===== config.mk =====
export PLATFORM = sky130hd
export DESIGN_NAME = feature_writeback
export DESIGN_NICKNAME = d
export VERILOG_FILES = /design/src/rtl/cnn_pkg.sv /design/src/rtl/feature_addr_gen.sv /design/src/rtl/feature_writeback.sv
export SDC_FILE = /design/constraint.sdc
export NUM_CORES = 1
export LEC_CHECK = 0
export CAP_MARGIN = 20
export CORE_MARGIN = 2
export CORE_UTILIZATION = 30
export CTS_BUF_LIST = sky130_fd_sc_hd__clkbuf_2 sky130_fd_sc_hd__clkbuf_4 sky130_fd_sc_hd__clkbuf_8
export CTS_CLUSTER_DIAMETER = 40
export CTS_CLUSTER_SIZE = 16
export DETAILED_ROUTE_END_ITERATION = 8
export DONT_BUFFER_PORTS = 1
export PLACE_DENSITY = 0.52
export SYNTH_ARGS = -nofsm -noshare
export SYNTH_HDL_FRONTEND = slang
export SYNTH_SLANG_ARGS = --single-unit

===== constraint.sdc =====
create_clock -name clk -period 12.2 [get_ports clk]
set_input_delay 2.44 -clock clk [delete_from_list [all_inputs] [get_ports clk]]
set_output_delay 2.44 -clock clk [all_outputs]
set_load 0.1 [all_outputs]

===== src/rtl/cnn_pkg.sv =====
`default_nettype none
// ============================================================================
//  Module  : cnn_pkg
//  Purpose : Shared definitions for the CNN feature-RAM writeback path:
//            bank count, writeback FSM state type, and the 2x2 bank map.
//  Ports   : none (package)
//  Rev     : 1.0  initial release
// ============================================================================
package cnn_pkg;

  localparam int NUM_BANKS = 4;

  typedef enum logic [1:0] {
    IDLE = 2'd0,
    RUN  = 2'd1,
    DONE = 2'd2
  } wb_state_t;

  // 2x2 interleave: even/odd row picks the upper bank bit, even/odd column
  // the lower, so any aligned 2x2 window touches each bank exactly once.
  function automatic logic [1:0] bank_2x2(input logic row_lsb, input logic col_lsb);
    return {row_lsb, col_lsb};
  endfunction

endpackage
`default_nettype wire


===== src/rtl/feature_addr_gen.sv =====
`default_nettype none
// ============================================================================
//  Module  : feature_addr_gen
//  Purpose : Position counters and bank/address generation for the feature
//            writeback. Conv mode walks column, row, channel; flat mode walks
//            a linear index round-robin across the banks.
//  Ports   : clk, reset       clock / synchronous active-high reset
//            clear            restart all counters at position 0
//            advance          move to the next position (beat accepted)
//            flat             1 = flat placement, 0 = 2x2 interleave
//            width/height     map geometry W, H (conv)
//            chan             channels C (conv) / element count N (flat)
//            base             per-bank base address
//            bank, addr       placement of the current position
//            last             current position is the final beat
//  Rev     : 1.0  initial release
// ============================================================================
module feature_addr_gen
  import cnn_pkg::*;
#(
  parameter int ADDR_W = 16,
  parameter int DIM_W  = 8
) (
  input  logic              clk,
  input  logic              reset,
  input  logic              clear,
  input  logic              advance,
  input  logic              flat,
  input  logic [DIM_W-1:0]  width,
  input  logic [DIM_W-1:0]  height,
  input  logic [DIM_W-1:0]  chan,
  input  logic [ADDR_W-1:0] base,
  output logic [1:0]        bank,
  output logic [ADDR_W-1:0] addr,
  output logic              last
);

  logic [DIM_W-1:0]  r_col;
  logic [DIM_W-1:0]  r_row;
  logic [DIM_W-1:0]  r_ch;
  logic [DIM_W-1:0]  r_idx;

  logic              w_col_end;
  logic              w_row_end;
  logic              w_ch_end;
  logic [ADDR_W-1:0] w_half_w;
  logic [ADDR_W-1:0] w_plane;
  logic [ADDR_W-1:0] w_conv_addr;
  logic [ADDR_W-1:0] w_flat_addr;

  assign w_col_end = (r_col == width  - DIM_W'(1));
  assign w_row_end = (r_row == height - DIM_W'(1));
  assign w_ch_end  = (r_ch  == chan   - DIM_W'(1));

  // Each bank holds a quarter of every channel plane: (W/2) x (H/2) words.
  assign w_half_w    = ADDR_W'(width >> 1);
  assign w_plane     = w_half_w * ADDR_W'(height >> 1);
  assign w_conv_addr = base + ADDR_W'(r_ch) * w_plane
                     + ADDR_W'(r_row >> 1) * w_half_w
                     + ADDR_W'(r_col >> 1);
  assign w_flat_addr = base + ADDR_W'(r_idx >> 2);

  assign bank = flat ? r_idx[1:0] : bank_2x2(r_row[0], r_col[0]);
  assign addr = flat ? w_flat_addr : w_conv_addr;
  assign last = flat ? (r_idx == chan - DIM_W'(1))
                     : (w_col_end && w_row_end && w_ch_end);

  always_ff @(posedge clk) begin
    if (reset || clear) begin
      r_col <= '0;
      r_row <= '0;
      r_ch  <= '0;
      r_idx <= '0;
    end else if (advance) begin
      r_idx <= r_idx + DIM_W'(1);
      if (w_col_end) begin
        r_col <= '0;
        if (w_row_end) begin
          r_row <= '0;
          r_ch  <= r_ch + DIM_W'(1);
        end else begin
          r_row <= r_row + DIM_W'(1);
        end
      end else begin
        r_col <= r_col + DIM_W'(1);
      end
    end
  end

endmodule
`default_nettype wire


===== src/rtl/feature_writeback.sv =====
`default_nettype none
// ============================================================================
//  Module  : feature_writeback
//  Purpose : Accepts post-SSFR result bytes over valid/ready and writes them
//            into the 4-bank feature RAMs, 2x2-interleaved for conv layers
//            or round-robin for dense outputs. One registered write per beat.
//  Ports   : clk, reset        clock / synchronous active-high reset
//            start             pulse: latch cfg_* and begin a layer
//            cfg_flat          1 = flat placement, 0 = 2x2 interleave
//            cfg_width/height  output map W, H (conv)
//            cfg_chan          channels C (conv) / element count N (flat)
//            cfg_base          per-bank base address
//            res_valid/data    result stream in; res_ready out
//            wr_en/addr/data   one-hot bank write port (latency 1)
//            busy              layer in progress
//            layer_done        pulse coincident with the final write
//            cfg_err           sticky bad-config flag
//  Rev     : 1.0  initial release
// ============================================================================
module feature_writeback
  import cnn_pkg::*;
#(
  parameter int ADDR_W = 16,
  parameter int DATA_W = 8,
  parameter int DIM_W  = 8
) (
  input  logic                 clk,
  input  logic                 reset,
  input  logic                 start,
  input  logic                 cfg_flat,
  input  logic [DIM_W-1:0]     cfg_width,
  input  logic [DIM_W-1:0]     cfg_height,
  input  logic [DIM_W-1:0]     cfg_chan,
  input  logic [ADDR_W-1:0]    cfg_base,
  input  logic                 res_valid,
  input  logic [DATA_W-1:0]    res_data,
  output logic                 res_ready,
  output logic [NUM_BANKS-1:0] wr_en,
  output logic [ADDR_W-1:0]    wr_addr,
  output logic [DATA_W-1:0]    wr_data,
  output logic                 busy,
  output logic                 layer_done,
  output logic                 cfg_err
);

  wb_state_t             r_state;
  wb_state_t             w_state_next;

  logic                  r_flat;
  logic [DIM_W-1:0]      r_width;
  logic [DIM_W-1:0]      r_height;
  logic [DIM_W-1:0]      r_chan;
  logic [ADDR_W-1:0]     r_base;

  logic                  w_start_idle;
  logic                  w_cfg_bad;
  logic                  w_accept;
  logic                  w_gen_last;
  logic [1:0]            w_gen_bank;
  logic [ADDR_W-1:0]     w_gen_addr;
  logic [NUM_BANKS-1:0]  w_onehot;

  // Starts arriving while a layer is in flight are simply ignored.
  assign w_start_idle = start && (r_state == IDLE);

  // Conv maps must split evenly into 2x2 windows; flat N=0 is a legal no-op.
  assign w_cfg_bad = !cfg_flat &&
                     ((cfg_width  == '0) || cfg_width[0]  ||
                      (cfg_height == '0) || cfg_height[0] ||
                      (cfg_chan   == '0));

  assign w_accept = res_valid && res_ready;
  assign w_onehot = NUM_BANKS'(1) << w_gen_bank;

  feature_addr_gen #(
    .ADDR_W (ADDR_W),
    .DIM_W  (DIM_W)
  ) u_addr_gen (
    .clk     (clk),
    .reset   (reset),
    .clear   (w_start_idle),
    .advance (w_accept),
    .flat    (r_flat),
    .width   (r_width),
    .height  (r_height),
    .chan    (r_chan),
    .base    (r_base),
    .bank    (w_gen_bank),
    .addr    (w_gen_addr),
    .last    (w_gen_last)
  );

  always_comb begin
    w_state_next = r_state;
    res_ready    = 1'b0;
    busy         = 1'b0;
    layer_done   = 1'b0;
    unique case (r_state)
      IDLE: begin
        if (w_start_idle && !w_cfg_bad) begin
          w_state_next = (cfg_flat && (cfg_chan == '0)) ? DONE : RUN;
        end
      end
      RUN: begin
        res_ready = 1'b1;
        busy      = 1'b1;
        if (w_accept && w_gen_last) begin
          w_state_next = DONE;
        end
      end
      DONE: begin
        // The last beat's registered write lands in this cycle.
        busy         = 1'b1;
        layer_done   = 1'b1;
        w_state_next = IDLE;
      end
      default: begin
        w_state_next = IDLE;
      end
    endcase
  end

  always_ff @(posedge clk) begin
    if (reset) begin
      r_state  <= IDLE;
      r_flat   <= 1'b0;
      r_width  <= '0;
      r_height <= '0;
      r_chan   <= '0;
      r_base   <= '0;
      cfg_err  <= 1'b0;
      wr_en    <= '0;
      wr_addr  <= '0;
      wr_data  <= '0;
    end else begin
      r_state <= w_state_next;
      if (w_start_idle) begin
        cfg_err <= w_cfg_bad;
        if (!w_cfg_bad) begin
          r_flat   <= cfg_flat;
          r_width  <= cfg_width;
          r_height <= cfg_height;
          r_chan   <= cfg_chan;
          r_base   <= cfg_base;
        end
      end
      wr_en <= w_accept ? w_onehot : '0;
      if (w_accept) begin
        wr_addr <= w_gen_addr;
        wr_data <= res_data;
      end
    end
  end

endmodule
`default_nettype wire


==> run summary, run 1 <==
Once detail routing completed, the nets flagged for antenna violations numbered 0. The worst setup path is of the flop to flop kind. The total power consumption of the routed design came out at 1100 uW. The clock transition time at the flip-flop clock pins of the worst setup and hold paths came out at 0.13 ns.

The detailed router's first-iteration violation count came out at 364. Sequential cells were found to cover 17.2% of the synthesized design area. The share of post-route cells with drive strength above 1 is 2.39%. The most common cell type on the critical path is sky130_fd_sc_hd__fa_1. Global routing used 14.6% of the available tracks. The share of async-settable or async-resettable flops after synthesis is 0%. The area taken by flip-flops and latches is 2080 um^2. For the worst-skew pair, the clock arrives at the later sink with an insertion delay of 0.42 ns. The flow ran to the end, and the final reports show no timing, DRC or antenna violations. Yosys mapped a number of flops with a built-in enable equal to 0. The maximum net fanout on the critical path came out at 17. 0 antenna diodes ended up in the layout. STA classifies the critical path endpoint as a flop. Clock skew on the completed layout was measured at 0.0259 ns.

The commonest register cell after synthesis is sky130_fd_sc_hd__dfxtp_1. The via count is 9035. The first-pass GRT wire length is 48.5 mm. The cell-internal power came out at 585 uW.

The post-layout worst setup margin came out at 2.87 ns. The top cell type by area accounts for 23.3% of the synthesized area. The worst hold path begins at r_flat. The part of the total power dissipated in the clock network came out at 21.2%. The number of setup buffers added after CTS is 0.

The post-synthesis average cell area is 8.54 um^2. The clock drives 104 sinks. The floorplan step defined a core boundary enclosing 39800 um^2. The initial core utilization is 30.5%. Static timing analysis puts the maximum clock frequency at 0.107 GHz. Setup repair after global routing left no endpoint under its margin. The aggregate negative setup slack came out at 0 ns. The net count after synthesis is 1733. Once the clock tree was built, the resizer swapped 0 gates to a different size. The floorplan die height came out at 205 um. The worst max-slew margin expressed relative to the limit came out at 25.4%. The transition at the pin with the smallest max-transition slack came out at 1.12 ns. The sum of overflow across all layers after global routing came out at 0. The initial antenna violation count is 0. The warning count from the yosys run came out at 0. The H-tree depth came out at 3. The vias per cell came out at 4.75. In the final routed layout, each cell accounts on average for 15.4 um. The number of top-level pins is 85. STA classifies the critical path startpoint as a flop. The share of total power consumed by net switching came out at 46.6%. The number of buffers inserted during clock tree synthesis is 9.

The data required time of the worst path is 12.56 ns. The count of pins over their slew limit came to 0. The finished cells cover 12800 um^2.

The standby leakage power came out at 0.00597 uW. The congestion estimate from routability-driven global placement came to 0.812. The number of hold buffers added after CTS came out at 0. The analysis attributes to net switching a power of 510 uW. The largest total area in the synthesized netlist belongs to sky130_fd_sc_hd__fa_1. The cell chosen for the clock root is sky130_fd_sc_hd__clkbuf_8.

The path class of the tightest hold or removal check is flop to flop. The number of max-capacitance violations reported came out at 0. The half-perimeter wire length after placement is 23.8 mm. After synthesis, the cell types taking the most area are sky130_fd_sc_hd__fa_1, sky130_fd_sc_hd__dfxtp_1, sky130_fd_sc_hd__ha_1.

The combined area of all synthesized cells came out at 12100 um^2. The TritonCTS clock tree is done. The worst-case IR drop observed on VDD is 0.0489 mV.

The placed instance area came out at 12600 um^2. On the critical path, the stage with the largest delay is an instance of sky130_fd_sc_hd__dfxtp_1. In this run the power density over the cells is 85.5 nW/um^2. Before antenna repair, the detailed router went through 4 iterations. The synthesis-to-layout area growth came out at 5.57%. The number of DRC violations after detailed routing came out at 0. In this run the worst setup path begins at r_width[5].

The longest clock path from root to sink contains 2 buffers. In this run the critical register-to-register path is launched from r_width[5]. The worst slack at placement is 2.90 ns. The number of nets at the end of the flow is 1686.

The total of fill cells in the finished design is 4213. The count of different cell masters after synthesis came out at 53. The final critical path takes up 76.5% of the cycle.

Data on the critical path arrives at its endpoint at 9.69 ns. Summing all multi-input logic gate instances after layout gives 9040 um^2. The floorplan step defined a die boundary enclosing 42100 um^2.

Setup violations remaining at the end of the flow were counted as 0. For this run, the slowest stage of the critical path takes 0.74 ns. The cell count after synthesis came out at 1421.

Combinational cells account for 29.4% of the total power. The port buffer count is 0. The die width is 205 um. The number of endpoints with negative hold slack in the final report came out at 0. Entering global routing, the biggest net connects 72 pins. The final layout contains routed wiring with a total length of 29.2 mm.

The via count of the first global-routing pass was 9352. The floorplan has 73 rows. The power share of the sequential group is 49.4%. The final core utilization is 32.2%.

Counting I/O delays and the setup requirement, the final critical path takes 9.33 ns. The number of flip-flops and latches in the synthesized netlist came out at 104.
final timing paths:
path,cells after the start,endpoint,slack [ns]
setup / recovery,35,wr_addr[15],2.87
hold / removal,2,r_flat,0.51
setup reg to reg,35,wr_addr[15],2.87
hold reg to reg,2,r_flat,0.51
power by group through the flow:
stage	clock network, uW	logic, uW	registers [uW]
6_report	233	322	541
2_1_floorplan	0	286	513
5_1_grt	253	364	549
4_1_cts	242	327	542
3_5_place_dp	0	324	550
3_3_place_gp	0	319	548
cells by family after synthesis:
logic type,share of synthesized area (%)
buf+inv,8.42
xor+xnor,8.50
compound gates,6.80
flops,17.2
simple gates,19.5
mux,4.15
fa+ha+maj,35.4
synthesized netlist by cell type (all sizes together), types with 47 or more instances:
| master | instances |
|---|---|
| inv | 206 |
| nand2 | 149 |
| fa | 141 |
| ha | 118 |
| nor2 | 117 |
| dfxtp | 104 |
| and2 | 96 |
| xnor2 | 61 |
| clkbuf | 56 |
| xor2 | 54 |
| mux2i | 48 |
| a21oi | 47 |
metrics by stage:
step	cells	hold slack [ns]
6_report	1904	0.510
5_1_grt	1904	0.550
4_1_cts	1904	0.521
3_5_place_dp	1888	0.490
3_3_place_gp	1888	0.484
2_1_floorplan	1421	0.482
flip-flops by register name, indices dropped and copies added (netlist names), 2 cells and up:
register          flops
r_state               2
u_addr_gen.r_col      8
u_addr_gen.r_ch       8
u_addr_gen.r_idx      8
r_base               16
r_width               8
wr_data               8
r_height              8
u_addr_gen.r_row      8
wr_addr              16
wr_en                 4
r_chan                8
per-layer routing:
metal / track usage, % / vias to the layer above / share of wire (%)
li1: - / 4418 / -
met1: 17.7 / 4455 / 43
met2: 26.8 / 127 / 52
met3: 1.62 / 35 / 2.5
met4: 4.47 / 0 / 2.2
met5: 0 / - / 0
cell type report:
type / count / share of cell area (%)
clock buffers: 9 / 0.967
inverters: 206 / 6.04
multi-input cells: 1046 / 70.6
clock inverters: 7 / 0.635
flip-flops and latches: 104 / 16.3
repair buffers: 7 / 0.410
well taps: 525 / 5.13
layout by cell type, fill, tap and decap left out, types with 48 or more instances in the layout:
cell	synthesis	layout
sky130_fd_sc_hd__nor2_1	117	116
sky130_fd_sc_hd__xor2_1	54	54
sky130_fd_sc_hd__nand2_1	148	148
sky130_fd_sc_hd__mux2i_1	48	48
sky130_fd_sc_hd__xnor2_1	61	61
sky130_fd_sc_hd__ha_1	118	118
sky130_fd_sc_hd__and2_1	95	94
sky130_fd_sc_hd__fa_1	141	141
sky130_fd_sc_hd__dfxtp_1	104	104
sky130_fd_sc_hd__inv_1	206	206
critical path: cells and delay by family, from the launching register on:
family | cells | cell delay [ns]
adder cells (fa/ha/maj) | 11 | 5.24
flip-flops | 1 | 0.74
AO/OA/AOI/OAI | 7 | 1.48
AND/OR/NAND/NOR | 8 | 1.09
XOR/XNOR | 3 | 0.46
buffers and inverters | 6 | 0.28
(Power assumes the default switching activity.)
==> run 2, diff against run 1 <==
Clock period 12.2 ns to 8.8 ns, I/O delays scaled along.
==> run 2 against run 1 <==
Against the previous run: sequential power is 34% higher; die area did not move; critical endpoint unchanged; critical path depth did not move; sequential share of layout area fell by 0.59 points; clock skew shrank 0.0063 ns; global-route usage rose by 0.086 points.
==> run summary, run 2 (synthesized netlist as in run 1, its figures left out) <==
The flow ran to the end, and the final reports show no timing, DRC or antenna violations. The part of the total power dissipated in the clock network came out at 20.4% (-0.8 points). The clock transition time at the flip-flop clock pins of the worst setup and hold paths came out at 0.12 ns (about the same). The H-tree depth came out at 3 (unchanged). The number of max-capacitance violations reported came to 0 (unchanged). The fraction of the cycle the final worst path needs came out at 96.1% (+20 points). The total global routing track utilization came to 14.7% (+0.086 points).

The total die area came to 42100 um^2 (unchanged). The number of nets at the end of the flow is 1735 (+2.9%). The path category of the worst min-delay check is flop to flop.

The cell-internal power came to 831 uW (+42%). The share of post-route cells with drive strength above 1 is 7.56% (+5.2 points). The power per cell area came out at 117 nW/um^2 (+37%).

The number of DRC violations after detailed routing came out at 0 (unchanged). The data required time of the worst path is 9.17 ns (-3.39 ns). The clock sink count is 104 (unchanged). The power share of the sequential group was 46.5% (-2.9 points). The total power consumption of the routed design is 1560 uW (+42%). In the final layout, the registers with the most flip-flops are r_base x16, wr_addr x16. The most numerous cell type found on the critical path is sky130_fd_sc_hd__fa_1.

The sum of overflow across all layers after global routing is 0 (unchanged). The number of cell instances on the worst register-to-register path came out at 35 (unchanged). The reg-to-reg startpoint is r_width[6]. The library cells used most frequently in the layout, excluding fill and tap cells, are sky130_fd_sc_hd__inv_1, sky130_fd_sc_hd__nand2_1, sky130_fd_sc_hd__fa_1. The fmax came out at 0.118 GHz (+10%). The half-perimeter wire length after placement is 24.2 mm (+1.7%). The post-route clock skew is 0.0196 ns (-0.00634 ns). The die width came to 205 um (unchanged). The standby leakage power came out at 0.00625 uW (+4.6%). The time the final worst path needs with I/O delays and setup is 8.46 ns (-0.870 ns). The maximum net fanout on the critical path came out at 5 (-12). The number of cells in the design after placement came out at 1934 (+2.4%). The floorplan die height is 205 um (unchanged). The TritonCTS clock tree is done. The total of fill cells in the finished design came out at 4180 (-0.78%). The aggregate routed wire length was 30.1 mm (+2.9%). The number of endpoints with negative hold slack in the final report came to 0 (unchanged). STA classifies the critical path endpoint as a flop. The internal reg-to-reg setup slack is 0.34 ns (-2.53 ns). The worst max-slew margin expressed relative to the limit is 24.2% (-1.2 points).

The count of inserted antenna diode cells is 0 (unchanged). The share of total power consumed by net switching is 46.6% (+0.092 points). The cell sitting at the root of the clock tree is a sky130_fd_sc_hd__clkbuf_8.

The worst supply voltage drop on vdd was 0.0770 mV (+57%). The final core utilization was 33.4% (+1.3 points). The critical path is of the flop to flop type. The via count came out at 9301 (+2.9%). The count of pins over their slew limit came out at 0 (unchanged). The detailed router's first-iteration violation count is 396 (+8.8%). The buffer depth of the longest clock path is 2 (unchanged).

The setup violation total in the final timing report is 0 (unchanged). The data arrival time of the worst path came out at 8.83 ns (-0.86 ns). The port buffer count came out at 0 (unchanged). The first-pass GRT wire length was 48.3 mm (-0.58%).

The number of standard cells in the final layout excluding fillers came out at 1953 (+2.6%). The number of buffers inserted during clock tree synthesis came out at 9 (unchanged). The synthesis-to-layout area growth came out at 9.70%. The via count of the first global-routing pass came out at 9195 (-1.7%). The area of the core is 39800 um^2 (unchanged).

The cell depth of the worst hold path is 2 (unchanged). The net switching power is 727 uW (+43%). The final routed wire length divided by cell count is 15.4 um (+0.35%). The initial core utilization is 30.5% (unchanged). The clock latency at the later pin of the worst-skew pair came to 0.43 ns (about the same).

The number of rows in the core area came out at 73 (unchanged). The critical hold path startpoint is r_flat. The count of antenna-violating nets left after detailed routing is 0 (unchanged).

The largest incremental delay on the critical path came out at 0.62 ns (-0.12 ns). The part of the power in combinational logic is 33.1% (+3.7 points). The number of top-level pins is 85 (unchanged). The kind of start point of the critical path is a flop. The worst hold path terminates at r_flat.

The initial antenna violation count came to 0 (unchanged). Leaving out fill and tap cells, the most frequent cell in the layout is sky130_fd_sc_hd__inv_1. The worst register-to-register path ends at wr_addr[15]. The vias per cell is 4.76 (+0.36%). The first-pass iteration count of the detailed router is 5 (+1). The largest net degree at the start of global routing is 72 (unchanged). The slowest stage cell on the critical path is sky130_fd_sc_hd__fa_1. The transition at the pin with the smallest max-transition slack is 1.14 ns (+0.0182 ns).

The placer's final routability congestion estimate came out at 0.795 (-2.1%).
[run 2: changes by cell type in the layout (fill, tap and decap cells not counted), sizes merged]
cell      before  now
clkinvlp       0    1
buf            7   56
clkinv         2    1
[run 2: power groups by stage]
stage | logic, uW | clock network, uW | registers, uW
2_1_floorplan | 397 | 0 | 711
3_3_place_gp | 505 | 0 | 734
3_5_place_dp | 512 | 0 | 736
4_1_cts | 516 | 338 | 725
5_1_grt | 575 | 352 | 732
6_report | 516 | 318 | 724
[run 2: per-stage QoR]
| stage | TNS [ns] | cell area (um^2) | worst slack, ns | hold WS (ns) |
|---|---|---|---|---|
| 4_1_cts | 0 | 13200 | 0.00547 | 0.526 |
| 3_3_place_gp | 0 | 12900 | 0.00391 | 0.477 |
| 6_report | 0 | 13300 | 0.343 | 0.518 |
| 3_5_place_dp | -0.0994 | 12900 | -0.0810 | 0.500 |
| 5_1_grt | -0.0183 | 13300 | -0.0183 | 0.562 |
| 2_1_floorplan | 0 | 12100 | 0.00177 | 0.482 |
[run 2: worst max path at each step]
stage / start / depth (start not counted) / endpoint / slack [ns]
after floorplan: r_width[2] / 38 / wr_addr[15] / 0.002
after global placement: u_addr_gen.r_row[6] / 36 / wr_addr[15] / 0.004
after detailed placement: r_width[5] / 34 / wr_addr[15] / -0.08
after CTS: r_width[5] / 33 / wr_addr[15] / 0.005
after global routing: r_width[6] / 34 / wr_addr[15] / -0.02
final: r_width[6] / 35 / wr_addr[15] / 0.34
[run 2: layer usage]
| metal | vias to the layer above | track usage (%) | share of wire [%] |
|---|---|---|---|
| met2 | 142 | 25.8 | 50 |
| met3 | 37 | 1.51 | 2.8 |
| li1 | 4513 | - | - |
| met5 | - | 0 | 0 |
| met4 | 0 | 5.55 | 2.8 |
| met1 | 4609 | 18.4 | 44 |
[run 2: timing repair]
action,CTS,global route
pin swaps,0,40
setup buffers,0,3
resized for setup,5,31
cloned,0,0
endpoints found under the setup margin,2,4
hold buffers,0,0
[run 2: critical path, delay by kind of cell, from the launching register on]
| family | cells | cell delay [ns] |
|---|---|---|
| XOR/XNOR | 3 | 0.45 |
| adder cells (fa/ha/maj) | 11 | 5.05 |
| flip-flops | 1 | 0.34 |
| AO/OA/AOI/OAI | 6 | 1.14 |
| buffers and inverters | 8 | 0.55 |
| AND/OR/NAND/NOR | 7 | 0.87 |
[run 2: final cells by class]
| class | count | area, um^2 | area share, % |
|---|---|---|---|
| Clock inverter | 7 | 70.1 | 0.527 |
| Tap cell | 525 | 657 | 4.94 |
| Inverter | 206 | 773 | 5.81 |
| Multi-Input combinational cell | 1046 | 9180 | 68.9 |
| Clock buffer | 9 | 124 | 0.931 |
| Sequential cell | 104 | 2080 | 15.7 |
| Timing Repair Buffer | 56 | 424 | 3.19 |
